**config.mk**
```make
export PLATFORM = sky130hd
export DESIGN_NAME = key_expansion_ctrl
export DESIGN_NICKNAME = d
export VERILOG_FILES = /design/src/rtl/aes_pkg.sv /design/src/rtl/key_expansion_ctrl_round_key.sv /design/src/rtl/key_expansion_ctrl.sv
export SDC_FILE = /design/constraint.sdc
export NUM_CORES = 2
export LEC_CHECK = 0
export BUFFER_PORTS_ARGS = -buffer_cell sky130_fd_sc_hd__buf_2
export CORE_MARGIN = 4
export CORE_UTILIZATION = 55
export DETAILED_ROUTE_END_ITERATION = 7
export MAX_ROUTING_LAYER = met4
export PLACE_DENSITY = 0.72
export SYNTH_ARGS = -nofsm -noshare
export SYNTH_HDL_FRONTEND = slang
export SYNTH_SLANG_ARGS = --single-unit
```
**constraint.sdc**
```tcl
create_clock -name clk -period 84.7 [get_ports clk]
set_input_delay 16.94 -clock clk [delete_from_list [all_inputs] [get_ports clk]]
set_output_delay 16.94 -clock clk [all_outputs]
set_load 0.03 [all_outputs]
```
**src/rtl/aes_pkg.sv**
```systemverilog
// Shared types and constants for the AES-128 key-expansion controller.
package aes_pkg;

    typedef logic [127:0] key_t;
    typedef logic [3:0]   round_idx_t;

    localparam int NUM_ROUNDS = 10;
    localparam int NUM_KEYS   = 11;

    typedef enum logic [1:0] {
        IDLE,
        EXPAND,
        DONE
    } state_t;

endpackage

```
**src/rtl/key_expansion_ctrl_round_key.sv**
```systemverilog
// roundKey: one combinational AES-128 key-schedule step (round key count -> count+1).
module roundKey (
    input  logic [127:0] inputKey,
    input  logic [3:0]   count,
    output logic [127:0] outputRoundKey
);

    localparam logic [0:255][7:0] SBOX = {
        128'h637c777bf26b6fc53001672bfed7ab76, 128'hca82c97dfa5947f0add4a2af9ca472c0,
        128'hb7fd9326363ff7cc34a5e5f171d83115, 128'h04c723c31896059a071280e2eb27b275,
        128'h09832c1a1b6e5aa0523bd6b329e32f84, 128'h53d100ed20fcb15b6acbbe394a4c58cf,
        128'hd0efaafb434d338545f9027f503c9fa8, 128'h51a3408f929d38f5bcb6da2110fff3d2,
        128'hcd0c13ec5f974417c4a77e3d645d1973, 128'h60814fdc222a908846eeb814de5e0bdb,
        128'he0323a0a4906245cc2d3ac629195e479, 128'he7c8376d8dd54ea96c56f4ea657aae08,
        128'hba78252e1ca6b4c6e8dd741f4bbd8b8a, 128'h703eb5664803f60e613557b986c11d9e,
        128'he1f8981169d98e949b1e87e9ce5528df, 128'h8ca1890dbfe6426841992d0fb054bb16
    };

    function automatic logic [31:0] sub_word(input logic [31:0] w);
        return {SBOX[w[31:24]], SBOX[w[23:16]], SBOX[w[15:8]], SBOX[w[7:0]]};
    endfunction

    logic [7:0]  rcon;
    logic [31:0] w0, w1, w2, w3, t, n0, n1, n2, n3;

    always_comb begin
        case (count)
            4'd0:    rcon = 8'h01;
            4'd1:    rcon = 8'h02;
            4'd2:    rcon = 8'h04;
            4'd3:    rcon = 8'h08;
            4'd4:    rcon = 8'h10;
            4'd5:    rcon = 8'h20;
            4'd6:    rcon = 8'h40;
            4'd7:    rcon = 8'h80;
            4'd8:    rcon = 8'h1b;
            4'd9:    rcon = 8'h36;
            default: rcon = 8'h00;
        endcase
    end

    always_comb begin
        {w0, w1, w2, w3} = inputKey;
        // RotWord, SubWord, then fold in the round constant
        t  = sub_word({w3[23:0], w3[31:24]}) ^ {rcon, 24'h0};
        n0 = w0 ^ t;
        n1 = w1 ^ n0;
        n2 = w2 ^ n1;
        n3 = w3 ^ n2;
        outputRoundKey = {n0, n1, n2, n3};
    end

endmodule

```
**src/rtl/key_expansion_ctrl.sv**
```systemverilog
// AES-128 key-expansion sequencer with 11-entry round-key store and registered read port.
// Optional KEY_EXP_PIPE_EN: registers the roundKey output, two cycles per round.
module key_expansion_ctrl #(
    parameter int KEY_W      = 128,
    parameter int NUM_ROUNDS = 10
) (
    input  logic             clk,
    input  logic             rst,
    input  logic             start,
    input  logic [KEY_W-1:0] key_in,
    output logic             busy,
    output logic             done,
    output logic             keys_valid,
    input  logic [3:0]       rd_idx,
    output logic [KEY_W-1:0] rd_key
);
    import aes_pkg::*;

    state_t           state;
    round_idx_t       round_cnt;
    round_idx_t       wr_idx;
    logic [KEY_W-1:0] cur_key;
    logic [KEY_W-1:0] step_key;
    logic [KEY_W-1:0] new_key;
    logic             advance;
    logic [KEY_W-1:0] key_mem [NUM_KEYS];

    assign wr_idx = round_cnt + round_idx_t'(1);

    roundKey u_round_key (
        .inputKey       (cur_key),
        .count          (round_cnt),
        .outputRoundKey (step_key)
    );

`ifdef KEY_EXP_PIPE_EN
    logic [KEY_W-1:0] pipe_key;
    logic             store_phase;

    // Phase 0 captures the step result, phase 1 commits it.
    always_ff @(posedge clk or posedge rst) begin
        if (rst) begin
            pipe_key    <= '0;
            store_phase <= 1'b0;
        end else if (state == EXPAND) begin
            pipe_key    <= step_key;
            store_phase <= ~store_phase;
        end else begin
            store_phase <= 1'b0;
        end
    end

    assign new_key = pipe_key;
    assign advance = store_phase;
`else
    assign new_key = step_key;
    assign advance = 1'b1;
`endif

    always_ff @(posedge clk or posedge rst) begin
        if (rst) begin
            state      <= IDLE;
            busy       <= 1'b0;
            done       <= 1'b0;
            keys_valid <= 1'b0;
            rd_key     <= '0;
            round_cnt  <= '0;
            cur_key    <= '0;
            for (int unsigned i = 0; i < NUM_KEYS; i++) key_mem[i] <= '0;
        end else begin
            done   <= 1'b0;
            rd_key <= (rd_idx < round_idx_t'(NUM_KEYS)) ? key_mem[rd_idx] : '0;
            case (state)
                IDLE, DONE: begin
                    if (start) begin
                        key_mem[0] <= key_in;
                        cur_key    <= key_in;
                        round_cnt  <= '0;
                        keys_valid <= 1'b0;
                        busy       <= 1'b1;
                        state      <= EXPAND;
                    end
                end
                EXPAND: begin
                    if (advance) begin
                        key_mem[wr_idx] <= new_key;
                        cur_key         <= new_key;
                        if (round_cnt == round_idx_t'(NUM_ROUNDS - 1)) begin
                            state      <= DONE;
                            busy       <= 1'b0;
                            keys_valid <= 1'b1;
                            done       <= 1'b1;
                            round_cnt  <= '0;
                        end else begin
                            round_cnt <= wr_idx;
                        end
                    end
                end
                default: state <= IDLE;
            endcase
        end
    end

endmodule

```
==> flow_summary.ini <==
[floorplanning]
dieHeight_um = 406
fp.dieW_um = 406
core_um2 = 157000
rows = 145
die-area_um2 = 164000
start_util_pct = 55.5
ios = 266

[clocking]
cts_hold_buf = 0
post_cts_buffers = 0
cts_root_buf = clkbuf_16
cts.htree.levels = 4
clkTransAtPathRegs_ps = 60
clk_latency_ps = 870
cts_tree = built
cts-buffers-inserted = 174
cts.sinks = 1673
cts-resized-gates = 0
cts_buffer_depth = 3

[logic_synthesis]
syn-mean-instance-area_um2 = 9.60
synthFlopType = dfrtp_1
synth_edf_count = 0
ys_types = 104
post-synth-top-count-cell = dfrtp_1
synth.top_cell.area_share_pct = 48.2
ys_warn_count = 0
syn_area_um2 = 86900
ys_async_sr_fraction_pct = 100
yosysSeqAreaShare_pct = 48.2
syn_nets = 9245
yosys.area.top_type = dfrtp_1
syn_inst = 9053
ys_top_cells_by_count = dfrtp_1 (1673), o21ai_0 (1581), nand2_1 (1552), clkbuf_1 (686), a21oi_1 (509)
synth_seq_cells = 1673
synth_area_leaders = dfrtp_1 (48%), o21ai_0 (9.1%), mux4_2 (7.5%)

[worst_setup_path]
critical_path.slowest_cell = buf_4
path_class = input pin to async pin
crit_buf_inv = 6
rr_startpoint = cur_key[17]$_DFFE_PP0P_
r2r_end = key_mem[159]$_DFFE_PP0P_
startpoint_type = input pin
crit_family = buffers and inverters
end_kind = async pin
critPathMostFrequentCell = buf_4
arrival_ps = 21030
r2r_slack_ps = 77890
cp_cell_sequence = buf_2 > inv_8 > buf_4 > buf_4 > buf_4 > buf_4
cp_max_fo = 110
r2r_cells = 13
required_ps = 85480
max_stage_delay_ps = 920

[timing]
fin_crit_ps = 20240
rsz0062_at_grt = no
slew_headroom_pct = 11.6
setup_ws_ps = 64460
finalClockSkew_ps = 90.1
post-route-period-util_pct = 23.9
hold_viol_final = 0
fin_tns_setup_ps = 0
worstMarginPinSlew_ps = 1320
drv_slew = 0
fmax_ghz = 0.0494
finalSetupViolCount = 0

[grt]
grt_use_met2_pct = 59.7
met3_usage_pct = 12.2
overflow = 0
grt_max_degree = 179
grt_busiest_layer = met2
grt_pass1_vias = 71500
antenna_found_initial = 20
use_met1_pct = 54.3
grt_pass1_wl_um = 490000
track_usage_pct = 41.4

[flow_run]
max_cap_viol_count = 0

[drt]
vias_per_cell = 6.72
drtIter0Drc = 8947
ant_nets = 0
dr.pass1.iters = 8
wirelength_um = 332000
vias = 73700
drc_errors = 5
routedWlPerCell_um = 30.3

[finish]
drive_above_1_share_pct = 13.2
fin_nets = 8930
syn_to_final_growth_pct = 9.08
final_cell_count_no_fill = 11000

[worst_hold_path]
hold_start = key_mem[879]$_DFFE_PP0P_
holdCritPathClass = flip-flop to flip-flop
hold_depth = 2
worstHoldEndpoint = key_mem[879]$_DFFE_PP0P_

[placed_design]
dp_hpwl_um = 212000
dp_cells = 10600
dpl_worst_slack_ps = 63390
portBuffers = 265
place.gp.congestion = 1.03

[status]
outcome = finished, violations left
violations = DRC
layout by cell type (no fill, tap or decap), drive strengths merged, types with 18 or more instances in the layout:
cell type  Yosys  final
xnor2        132    132
mux4         291    291
o21a          41     41
o31ai         21     21
dfrtp       1673   1673
nor2         352    352
buf          250    448
clkbuf       689    250
and2          41     41
nand3        106    106
and3          55     55
or3           18     18
a211oi        58     58
xnor3         22     22
o311ai        39     39
a21o          48     48
diode          0     24
nand2b       105    105
mux2i        300    300
clkinv         6     53
or2           30     30
o2111ai       19     19
a21oi        512    512
mux2          23     23
o211ai        56     56
o21ai       1607   1607
inv           59     64
ha            57     57
a221oi        24     24
nand2       1552   1552
a311oi        35     35
nor3         104    104
o22ai        212    212
a31oi         69     69
nor2b         94     94
xor2          51     51
worst min-delay path, cell delays in order, from the launching register on:
cell and delay [ps]:
dfrtp_1 340, nand2_1 40, o21ai_0 60
kinds of logic after synthesis:
family                   after synthesis  share of synthesized area (%)
AND/OR/NAND/NOR                     2537                           12.6
AO/OA/AOI/OAI                       2961                           19.8
adder cells (fa/ha/maj)               57                          0.820
flip-flops                          1673                           48.2
multiplexers                         614                           11.3
XOR/XNOR                             207                           2.56
buffers and inverters               1004                           4.79
final cells by class:
class / instances / area [um^2]
Fill cell: 13000 / 61700
Sequential cell: 1673 / 41900
Multi-Input combinational cell: 6376 / 41100
Clock buffer: 250 / 5020
Timing Repair Buffer: 448 / 2900
Tap cell: 2058 / 2570
Clock inverter: 68 / 1000
Inverter: 65 / 251
Antenna cell: 24 / 60.1
stage by stage:
stage          instance area (um^2)  hold WS [ps]  util (%)
6_report                      94800           474      60.6
5_1_grt                       94800           490      60.6
4_1_cts                       94800           475      60.5
3_5_place_dp                  88700           461      56.7
3_3_place_gp                  88700           455      56.7
2_1_floorplan                 86900           444         -
layer usage:
layer  part of all wire (%)  wire (um)
met5                      0          0
met4                    5.3      17800
met3                     12      39500
met2                     44     146000
met1                     39     129000
flip-flops by register name, summed over array words and instances, names as in the netlist:
name and cells:
keys_valid 1, key_mem 1408, done 1, rd_key 128, cur_key 128, state 2, round_cnt 4, busy 1
worst max path at each step:
stage,depth (start not counted),slack (ps),end,startpoint
after floorplan,1,20540,busy$_DFFE_PP0P_,rst
after global placement,6,63540,key_mem[1096]$_DFFE_PP0P_,rst
after CTS,6,64260,key_mem[998]$_DFFE_PP0P_,rst
final,6,64460,key_mem[998]$_DFFE_PP0P_,rst
after global routing,6,63780,key_mem[998]$_DFFE_PP0P_,rst
after detailed placement,6,63390,key_mem[1096]$_DFFE_PP0P_,rst
Power is not shown: default switching activity piles up to over one toggle a cycle in this logic, so the estimate is an artifact.
